$ cat config.mk
export PLATFORM = sky130hd
export DESIGN_NAME = write_merge_controller
export DESIGN_NICKNAME = d
export VERILOG_FILES = /design/src/rtl/cache_pkg.sv /design/src/rtl/store_unit_pkg.sv /design/src/rtl/write_merge_controller_pkg.sv /design/src/rtl/write_buffer.sv /design/src/rtl/write_merge_controller.sv
export SDC_FILE = /design/constraint.sdc
export NUM_CORES = 1
export LEC_CHECK = 0
export CAP_MARGIN = 20
export CORE_AREA = 8 8 226 228
export CTS_CLUSTER_DIAMETER = 150
export CTS_CLUSTER_SIZE = 10
export DETAILED_ROUTE_END_ITERATION = 16
export DIE_AREA = 0 0 234 236
export HOLD_SLACK_MARGIN = 0.1
export PLACE_DENSITY_LB_ADDON = 0.05
export RECOVER_POWER = 25
export SYNTH_ARGS = -nofsm -noshare
export SYNTH_HDL_FRONTEND = slang
export SYNTH_SLANG_ARGS = --single-unit
$ cat constraint.sdc
create_clock -name clk_i -period 2.9 [get_ports clk_i]
set_input_delay 0.58 -clock clk_i [delete_from_list [all_inputs] [get_ports clk_i]]
set_output_delay 0.58 -clock clk_i [all_outputs]
set_load 0.01 [all_outputs]
$ cat src/rtl/cache_pkg.sv
// Cache-side types: enable/status packets and the write-buffer entry.
package cache_pkg;

    // Buffer entries carry a fixed-width address; narrower controllers zero-extend.
    localparam int unsigned ENTRY_ADDR_WIDTH = 32;

    typedef struct packed {
        logic data;
        logic dirty;
        logic valid;
    } data_enable_t;

    typedef struct packed {
        logic dirty;
        logic valid;
    } status_packet_t;

    typedef struct packed {
        logic [ENTRY_ADDR_WIDTH-1:0] addr;
        logic [31:0]                 data;
        logic [3:0]                  byte_en;
    } write_buffer_entry_t;

endpackage

$ cat src/rtl/store_unit_pkg.sv
// Store-unit types shared by everything that consumes store requests.
package store_unit_pkg;

    typedef enum logic [1:0] {
        BYTE      = 2'd0,
        HALF_WORD = 2'd1,
        WORD      = 2'd2
    } store_width_t;

endpackage

$ cat src/rtl/write_merge_controller_pkg.sv
// FSM state types and byte-lane alignment helpers for write_merge_controller.
package write_merge_controller_pkg;
    import store_unit_pkg::*;

    typedef enum logic {
        IDLE    = 1'b0,
        OUTCOME = 1'b1
    } store_state_t;

    typedef enum logic {
        DRAIN_IDLE = 1'b0,
        DRAIN_WAIT = 1'b1
    } drain_state_t;

    function automatic logic [3:0] lane_mask(input store_width_t w, input logic [1:0] off);
        case (w)
            BYTE:      return 4'b0001 << off;
            HALF_WORD: return off[1] ? 4'b1100 : 4'b0011;
            default:   return 4'b1111;
        endcase
    endfunction

    function automatic logic [31:0] align_data(input store_width_t w, input logic [1:0] off,
                                               input logic [31:0] d);
        case (w)
            BYTE:      return d << {off, 3'b000};
            HALF_WORD: return d << {off[1], 4'b0000};
            default:   return d;
        endcase
    endfunction

endpackage

$ cat src/rtl/write_buffer.sv
// Circular store FIFO (DEPTH a power of two). With WRITE_MERGE_EN defined it also
// exposes a lookup/merge port that folds a store into a matching non-head entry.
module write_buffer
    import cache_pkg::*;
#(
    parameter int unsigned DEPTH = 4
) (
    input  logic                clk_i,
    input  logic                rst_n_i,
    input  logic                i_push,
    input  write_buffer_entry_t i_entry,
    input  logic                i_pop,
`ifdef WRITE_MERGE_EN
    input  logic                i_merge,
    output logic                o_lookup_hit,
`endif
    output write_buffer_entry_t o_head,
    output logic                o_full,
    output logic                o_empty
);
    localparam int unsigned PTR_W = (DEPTH > 1) ? $clog2(DEPTH) : 1;
    localparam int unsigned CNT_W = PTR_W + 1;
    localparam logic [CNT_W-1:0] DEPTH_CNT = CNT_W'(DEPTH);

    logic [ENTRY_ADDR_WIDTH-1:0] r_addr [DEPTH];
    logic [31:0]                 r_data [DEPTH];
    logic [3:0]                  r_byte [DEPTH];
    logic [PTR_W-1:0]            r_wr_ptr, r_rd_ptr;
    logic [CNT_W-1:0]            r_count, w_count_next;
    logic                        r_full, r_empty;
    logic                        w_push, w_pop;
    logic [DEPTH-1:0]            w_merge_sel;
    logic [31:0]                 w_lane_bits;

    assign w_push       = i_push && !r_full;
    assign w_pop        = i_pop && !r_empty;
    assign w_count_next = r_count + CNT_W'(w_push) - CNT_W'(w_pop);
    assign w_lane_bits  = {{8{i_entry.byte_en[3]}}, {8{i_entry.byte_en[2]}},
                           {8{i_entry.byte_en[1]}}, {8{i_entry.byte_en[0]}}};

`ifdef WRITE_MERGE_EN
    logic [DEPTH-1:0] w_match;
    for (genvar gi = 0; gi < DEPTH; gi++) begin : g_match
        // Head is never a merge target: it is in flight or being launched this cycle.
        assign w_match[gi] = (r_byte[gi] != 4'b0000) && (r_addr[gi] == i_entry.addr)
                          && (r_rd_ptr != PTR_W'(gi));
    end
    assign o_lookup_hit = |w_match;
    assign w_merge_sel  = i_merge ? w_match : '0;
`else
    assign w_merge_sel  = '0;
`endif

    always_ff @(posedge clk_i) begin
        for (int i = 0; i < DEPTH; i++) begin
            if (w_push && r_wr_ptr == PTR_W'(i)) begin
                r_addr[i] <= i_entry.addr;
                r_data[i] <= i_entry.data;
            end else if (w_merge_sel[i]) begin
                r_data[i] <= (r_data[i] & ~w_lane_bits) | (i_entry.data & w_lane_bits);
            end
        end
    end

    // A non-zero byte mask doubles as the entry-valid flag.
    always_ff @(posedge clk_i or negedge rst_n_i) begin
        if (!rst_n_i) begin
            for (int i = 0; i < DEPTH; i++) r_byte[i] <= '0;
            r_wr_ptr <= '0;
            r_rd_ptr <= '0;
            r_count  <= '0;
            r_full   <= 1'b0;
            r_empty  <= 1'b1;
        end else begin
            for (int i = 0; i < DEPTH; i++) begin
                if (w_push && r_wr_ptr == PTR_W'(i))       r_byte[i] <= i_entry.byte_en;
                else if (w_merge_sel[i])                    r_byte[i] <= r_byte[i] | i_entry.byte_en;
                else if (w_pop && r_rd_ptr == PTR_W'(i))    r_byte[i] <= '0;
            end
            if (w_push) r_wr_ptr <= r_wr_ptr + PTR_W'(1);
            if (w_pop)  r_rd_ptr <= r_rd_ptr + PTR_W'(1);
            r_count <= w_count_next;
            r_full  <= (w_count_next == DEPTH_CNT);
            r_empty <= (w_count_next == '0);
        end
    end

    assign o_head  = '{addr: r_addr[r_rd_ptr], data: r_data[r_rd_ptr], byte_en: r_byte[r_rd_ptr]};
    assign o_full  = r_full;
    assign o_empty = r_empty;

endmodule

$ cat src/rtl/write_merge_controller.sv
// Store retirement with a posted write buffer draining to memory.
// Define WRITE_MERGE_EN to merge misses into a matching buffered word.
module write_merge_controller
    import store_unit_pkg::*;
    import cache_pkg::*;
    import write_merge_controller_pkg::*;
#(
    parameter int unsigned DEPTH      = 4,
    parameter int unsigned ADDR_WIDTH = 32
) (
    input  logic                  clk_i,
    input  logic                  rst_n_i,
    input  logic                  halt_i,
    input  logic                  request_i,
    input  logic [ADDR_WIDTH-1:0] address_i,
    input  logic [31:0]           data_i,
    input  store_width_t          width_i,
    output logic                  valid_o,
    output logic                  full_o,
    output logic                  empty_o,
    input  logic                  cache_hit_i,
    input  logic                  cache_dirty_i,
    output data_enable_t          cache_read_o,
    output data_enable_t          cache_write_o,
    output status_packet_t        cache_status_o,
    output logic [3:0]            cache_byte_o,
    output logic [ADDR_WIDTH-1:0] cache_address_o,
    output logic [31:0]           cache_data_o,
    output logic                  mem_request_o,
    output logic [ADDR_WIDTH-1:0] mem_address_o,
    output logic [31:0]           mem_data_o,
    output logic [3:0]            mem_byte_o,
    input  logic                  mem_done_i
);
    store_state_t          r_store_state, w_store_next;
    drain_state_t          r_drain_state, w_drain_next;
    logic                  w_accept, w_enqueue, w_push, w_launch, w_pop, w_full, w_empty;
    logic [ADDR_WIDTH-1:0] r_st_addr;
    logic [31:0]           r_st_data;
    store_width_t          r_st_width;
    logic [3:0]            w_lane;
    logic [31:0]           w_aligned;
    write_buffer_entry_t   w_new_entry, w_head;

    logic                  r_valid, r_mem_request;
    data_enable_t          r_cache_read, r_cache_write;
    status_packet_t        r_cache_status;
    logic [3:0]            r_cache_byte, r_mem_byte;
    logic [ADDR_WIDTH-1:0] r_cache_address, r_mem_address;
    logic [31:0]           r_cache_data, r_mem_data;

    assign w_lane      = lane_mask(r_st_width, r_st_addr[1:0]);
    assign w_aligned   = align_data(r_st_width, r_st_addr[1:0], r_st_data);
    assign w_new_entry = '{addr: ENTRY_ADDR_WIDTH'({r_st_addr[ADDR_WIDTH-1:2], 2'b00}),
                           data: w_aligned, byte_en: w_lane};

    always_comb begin
        w_store_next = r_store_state;
        w_accept     = 1'b0;
        w_enqueue    = 1'b0;
        if (!halt_i) begin
            case (r_store_state)
                IDLE: if (request_i && !w_full) begin
                    w_accept     = 1'b1;
                    w_store_next = OUTCOME;
                end
                OUTCOME: begin
                    w_enqueue    = !cache_hit_i;
                    w_store_next = IDLE;
                end
            endcase
        end
    end

    always_comb begin
        w_drain_next = r_drain_state;
        w_launch     = 1'b0;
        w_pop        = 1'b0;
        if (!halt_i) begin
            case (r_drain_state)
                DRAIN_IDLE: if (!w_empty) begin
                    w_launch     = 1'b1;
                    w_drain_next = DRAIN_WAIT;
                end
                DRAIN_WAIT: if (mem_done_i) begin
                    w_pop        = 1'b1;
                    w_drain_next = DRAIN_IDLE;
                end
            endcase
        end
    end

    always_ff @(posedge clk_i or negedge rst_n_i) begin
        if (!rst_n_i) begin
            r_store_state <= IDLE;
            r_drain_state <= DRAIN_IDLE;
        end else begin
            r_store_state <= w_store_next;
            r_drain_state <= w_drain_next;
        end
    end

    // All outputs are registered so that halt holds them and reset clears them.
    always_ff @(posedge clk_i or negedge rst_n_i) begin
        if (!rst_n_i) begin
            r_st_addr       <= '0;
            r_st_data       <= '0;
            r_st_width      <= BYTE;
            r_valid         <= 1'b0;
            r_cache_read    <= '0;
            r_cache_write   <= '0;
            r_cache_status  <= '0;
            r_cache_byte    <= '0;
            r_cache_address <= '0;
            r_cache_data    <= '0;
            r_mem_request   <= 1'b0;
            r_mem_address   <= '0;
            r_mem_data      <= '0;
            r_mem_byte      <= '0;
        end else if (!halt_i) begin
            r_valid        <= 1'b0;
            r_cache_read   <= '0;
            r_cache_write  <= '0;
            r_cache_status <= '0;
            if (w_accept) begin
                r_st_addr       <= address_i;
                r_st_data       <= data_i;
                r_st_width      <= width_i;
                r_cache_read    <= '1;
                r_cache_address <= address_i;
            end
            if (r_store_state == OUTCOME) begin
                r_valid      <= 1'b1;
                r_cache_byte <= w_lane;
                r_cache_data <= w_aligned;
                if (cache_hit_i) begin
                    r_cache_write  <= '1;
                    r_cache_status <= '1;
                end else if (!cache_dirty_i) begin
                    r_cache_write.valid <= 1'b1;
                end
            end
            r_mem_request <= w_launch;
            if (w_launch) begin
                r_mem_address <= w_head.addr[ADDR_WIDTH-1:0];
                r_mem_data    <= w_head.data;
                r_mem_byte    <= w_head.byte_en;
            end
        end
    end

`ifdef WRITE_MERGE_EN
    logic w_lookup_hit;
    assign w_push = w_enqueue && !w_lookup_hit;
`else
    assign w_push = w_enqueue;
`endif

    write_buffer #(.DEPTH(DEPTH)) u_write_buffer (
        .clk_i        (clk_i),
        .rst_n_i      (rst_n_i),
        .i_push       (w_push),
        .i_entry      (w_new_entry),
        .i_pop        (w_pop),
`ifdef WRITE_MERGE_EN
        .i_merge      (w_enqueue && w_lookup_hit),
        .o_lookup_hit (w_lookup_hit),
`endif
        .o_head       (w_head),
        .o_full       (w_full),
        .o_empty      (w_empty)
    );

    assign valid_o         = r_valid;
    assign full_o          = w_full;
    assign empty_o         = w_empty;
    assign cache_read_o    = r_cache_read;
    assign cache_write_o   = r_cache_write;
    assign cache_status_o  = r_cache_status;
    assign cache_byte_o    = r_cache_byte;
    assign cache_address_o = r_cache_address;
    assign cache_data_o    = r_cache_data;
    assign mem_request_o   = r_mem_request;
    assign mem_address_o   = r_mem_address;
    assign mem_data_o      = r_mem_data;
    assign mem_byte_o      = r_mem_byte;

endmodule

==> metrics.txt <==
# TYPE chip_impl_metric gauge
chip_impl_info{name="status",value="complete, but fails checks"} 1
chip_impl_info{name="failed_checks",value="capacitance limit, slew limit"} 1
chip_impl_metric{name="numCtsBuffers",unit=""} 50
chip_impl_metric{name="synth_seq_area_share",unit="%"} 70.12
chip_impl_metric{name="proportion_of_layout_cells_with_a_drive_suffix_above_1",unit="%"} 24.19
chip_impl_metric{name="die_x",unit="um"} 234
chip_impl_metric{name="hold-path-cell-count",unit=""} 2
chip_impl_metric{name="post_cts_sizing",unit=""} 0
chip_impl_metric{name="initial_utilization",unit="%"} 37.51
chip_impl_metric{name="grt_antenna_before_repair",unit=""} 2
chip_impl_metric{name="syn_inst",unit=""} 1020
chip_impl_info{name="rsz0062_at_grt",value="false"} 1
chip_impl_metric{name="drt_iter0_markers",unit=""} 607
chip_impl_metric{name="fillCellCount",unit=""} 4176
chip_impl_metric{name="seq_area",unit="mm2"} 0.01246
chip_impl_metric{name="worst_slew_margin_rel",unit="%"} -26.01
chip_impl_metric{name="clock_pin_slew_on_the_worst_setup_and_hold_paths",unit="ns"} 0.06
chip_impl_metric{name="fin_nets",unit=""} 1319
chip_impl_info{name="yosys-top-cells-area",value="edfxtp_1 42%, dfrtp_1 28%, mux2_2 8.8%, mux4_2 8.4%, buf_4 1.7%"} 1
chip_impl_metric{name="detailedPlacementHpwl",unit="um"} 28960
chip_impl_metric{name="place.gp.congestion",unit=""} 0.7274
chip_impl_metric{name="synth-async-reset-ratio",unit="%"} 44.64
chip_impl_metric{name="post_cts_setup_buffer_count",unit=""} 0
chip_impl_info{name="synth_commonest_cells",value="248 x edfxtp_1, 199 x dfrtp_1, 139 x mux2_2, 66 x mux4_2, 44 x nor2_1"} 1
chip_impl_metric{name="global_route.overflow_total",unit=""} 0
chip_impl_metric{name="remaining_drc_errors",unit=""} 0
chip_impl_metric{name="area_growth",unit="%"} 24.23
chip_impl_metric{name="clock_latency",unit="ns"} 0.59
chip_impl_info{name="synth_top_cell_by_area",value="edfxtp_1"} 1
chip_impl_metric{name="post_synth.cell_area_avg",unit="um2"} 17.41
chip_impl_metric{name="holdWs",unit="ns"} 0.4807
chip_impl_info{name="yosys.cell_count.top_type",value="edfxtp_1"} 1
chip_impl_metric{name="avgViaCountPerCell",unit=""} 5.045
chip_impl_metric{name="port_buffers",unit=""} 218
chip_impl_metric{name="sinks_on_the_clock_net",unit=""} 448
chip_impl_info{name="worst_hold_path.endpoint",value="valid_o"} 1
chip_impl_info{name="critical_path.reg2reg.startpoint",value="u_write_buffer.o_empty"} 1
chip_impl_metric{name="core_outline_area",unit="mm2"} 0.04735
chip_impl_info{name="ys_dominant_reg_cell",value="edfxtp_1"} 1
chip_impl_metric{name="max-cap-violations",unit=""} 1
chip_impl_metric{name="detail-route-antenna-nets",unit=""} 0
chip_impl_metric{name="final_period_minus_worst_setup_slack",unit="ns"} 2.725
chip_impl_metric{name="setup_violations",unit=""} 0
chip_impl_metric{name="chipHeight",unit="um"} 236
chip_impl_metric{name="ir_drop",unit="mV"} 0.5110
chip_impl_metric{name="register_to_register_path_setup_slack",unit="ns"} 0.66
chip_impl_metric{name="detailroute.via_count",unit=""} 9530
chip_impl_metric{name="first_global_vias",unit=""} 10360
chip_impl_metric{name="route.final.wire_length",unit="um"} 44050
chip_impl_info{name="crit_path_start_kind",value="register"} 1
chip_impl_metric{name="synthDominantCellAreaShare",unit="%"} 41.93
chip_impl_metric{name="maxClockFrequency",unit="MHz"} 367.0
chip_impl_metric{name="cts-hold-fix-buffers",unit=""} 1
chip_impl_metric{name="finalMaxSlewViolations",unit=""} 57
chip_impl_metric{name="synth_seq_cells",unit=""} 448
chip_impl_metric{name="timing.final.hold_violations",unit=""} 0
chip_impl_metric{name="grt_pass1_wl",unit="um"} 67780
chip_impl_metric{name="ioPinCount",unit=""} 221
chip_impl_metric{name="drtPass1Iterations",unit=""} 5
chip_impl_info{name="min-delay-start",value="valid_o"} 1
chip_impl_info{name="clockRootBuffer",value="clkbuf_16"} 1
chip_impl_metric{name="rows",unit=""} 80
chip_impl_metric{name="mappedNetlistArea",unit="mm2"} 0.01776
chip_impl_metric{name="globalRouteTotalUtil",unit="%"} 16.19
chip_impl_metric{name="finalClockSkew",unit="ns"} 0.01592
chip_impl_metric{name="synth_warnings",unit=""} 0
chip_impl_metric{name="totalNegativeSetupSlack",unit="ns"} 0
chip_impl_metric{name="grt_start_max_net_pins",unit=""} 74
chip_impl_info{name="timing_worst_setup_path_type",value="register to output pin"} 1
chip_impl_metric{name="power_density",unit="mW/mm2"} 1050
chip_impl_info{name="regToRegEndpoint",value="u_write_buffer.o_full"} 1
chip_impl_metric{name="post_synth_num_cell_types",unit=""} 42
chip_impl_metric{name="fin_crit_sh",unit="%"} 93.96
chip_impl_metric{name="leakagePower",unit="nW"} 8.015
chip_impl_metric{name="critical_path_peak_fanout",unit=""} 17
chip_impl_metric{name="h-tree-depth",unit=""} 2
chip_impl_metric{name="fp.dieArea",unit="mm2"} 0.05522
chip_impl_info{name="hp-class",value="register to register"} 1
chip_impl_metric{name="worstPathArrival",unit="ns"} 2.14
chip_impl_metric{name="max-clock-path-buffers",unit=""} 3
chip_impl_info{name="tritoncts",value="built"} 1
chip_impl_metric{name="r2r.worst_path.cells",unit=""} 9
chip_impl_metric{name="number_of_flops_mapped_to_enable_cells_by_yosys",unit=""} 248
chip_impl_metric{name="worst_pin_slew",unit="ns"} 1.890
chip_impl_info{name="critPathCaptureType",value="output pin"} 1
chip_impl_metric{name="multiInputGateArea",unit="mm2"} 0.004701
chip_impl_metric{name="cp_data_required_time",unit="ns"} 2.32
chip_impl_metric{name="routed_length_per_placed_instance",unit="um"} 23.32
cells by family after synthesis:
logic type	share of synthesized area, %
DFF	70.12
muxes	17.18
and+or+nand+nor	3.572
AOI/OAI and AO/OA	4.607
buffers and inverters	3.487
adders and majority gates	0.8172
xor gates and xnor gates	0.1972
other	0.02111
routing by layer:
metal  track usage, %  routed length, um  up-vias
met5                0                  8        -
met4            3.509                697        2
met3            3.757               2457       55
met2            25.84              21190      240
met1            22.34              19690     4947
li1                 -                  -     4286
state kept, by name, summed over array words and instances, names as in the netlist, 2 cells and up:
name,flops
u_write_buffer.r_data,128
u_write_buffer.r_addr,120
cache_address_o,32
cache_data_o,32
mem_data_o,32
r_st_data,32
mem_address_o,30
u_write_buffer.r_byte,16
cache_byte_o,4
mem_byte_o,4
u_write_buffer.r_count,3
r_st_width,2
u_write_buffer.r_rd_ptr,2
u_write_buffer.r_wr_ptr,2
report_power, final:
group	switching [W]	leakage (nW)	internal, W	total (W)
logic	0.00340	2.68	0.00395	0.00735
clock network	0.00248	0.682	0.00325	0.00573
registers	0.00134	4.66	0.00875	0.0101
total	0.00721	8.01	0.0160	0.0232
placed cells by master (no fill, tap or decap), types with 2 or more instances in the layout:
master,synthesis,final
a211oi_1,7,7
a21o_1,5,5
a21oi_1,29,29
a22o_1,4,4
and2_1,15,15
buf_12,0,16
buf_4,40,17
clkbuf_1,17,37
clkbuf_16,0,50
clkdlybuf4s50_1,0,216
clkinv_2,0,4
conb_1,1,2
dfrtp_1,199,197
dfrtp_4,0,2
dlygate4sd3_1,0,2
edfxtp_1,248,248
ha_1,10,10
inv_1,10,10
inv_6,0,2
mux2_2,139,139
mux4_2,66,66
nand2_1,41,41
nand2b_1,11,10
nor2_1,44,44
nor4b_4,2,2
o21a_1,8,8
o21ai_0,18,18
o2bb2ai_1,12,12
o311ai_0,8,8
o31ai_1,24,24
or4_1,8,8
xnor2_1,4,4
worst max-delay path, cell delays in order (launching register included):
cell and delay, ns:
dfrtp_1 0.70, buf_4 0.29, clkdlybuf4s50_1 0.57
layout make-up:
class	instances	area share [%]
diodes	1	0.01134
clock buffers	87	6.346
clock inverters	3	0.1531
inverters	14	0.2609
multi-input cells	468	21.31
flip-flops and latches	448	56.48
well taps	615	3.488
repair buffers	253	11.96
how the worst max path moves through the flow:
| stage | from | to | slack [ns] | depth (start not counted) |
|---|---|---|---|---|
| floorplan | halt_i | u_write_buffer.o_full | 0.30 | 10 |
| global placement | mem_done_i | u_write_buffer.o_full | 0.08 | 11 |
| detailed placement | mem_done_i | u_write_buffer.o_full | 0.06 | 11 |
| CTS | cache_address_o[1] | cache_address_o[1] | 0.13 | 2 |
| global route | cache_address_o[1] | cache_address_o[1] | 0.04 | 2 |
| finish | cache_address_o[1] | cache_address_o[1] | 0.18 | 2 |
per-stage QoR:
stage          std cells  utilization (%)  instance area (um2)  worst slack (ns)  power (W)
5_1_grt             1888            46.60                22060           0.04437    0.02450
4_1_cts             1888            46.63                22070            0.1282    0.02363
6_report            1889            46.60                22060            0.1751    0.02317
2_1_floorplan       1021                -                17770            0.2965    0.01413
3_5_place_dp        1797            43.58                20630           0.06386    0.01777
3_3_place_gp        1797            43.58                20630           0.08085    0.01768
No activity file was read; power rests on OpenSTA's default activity.
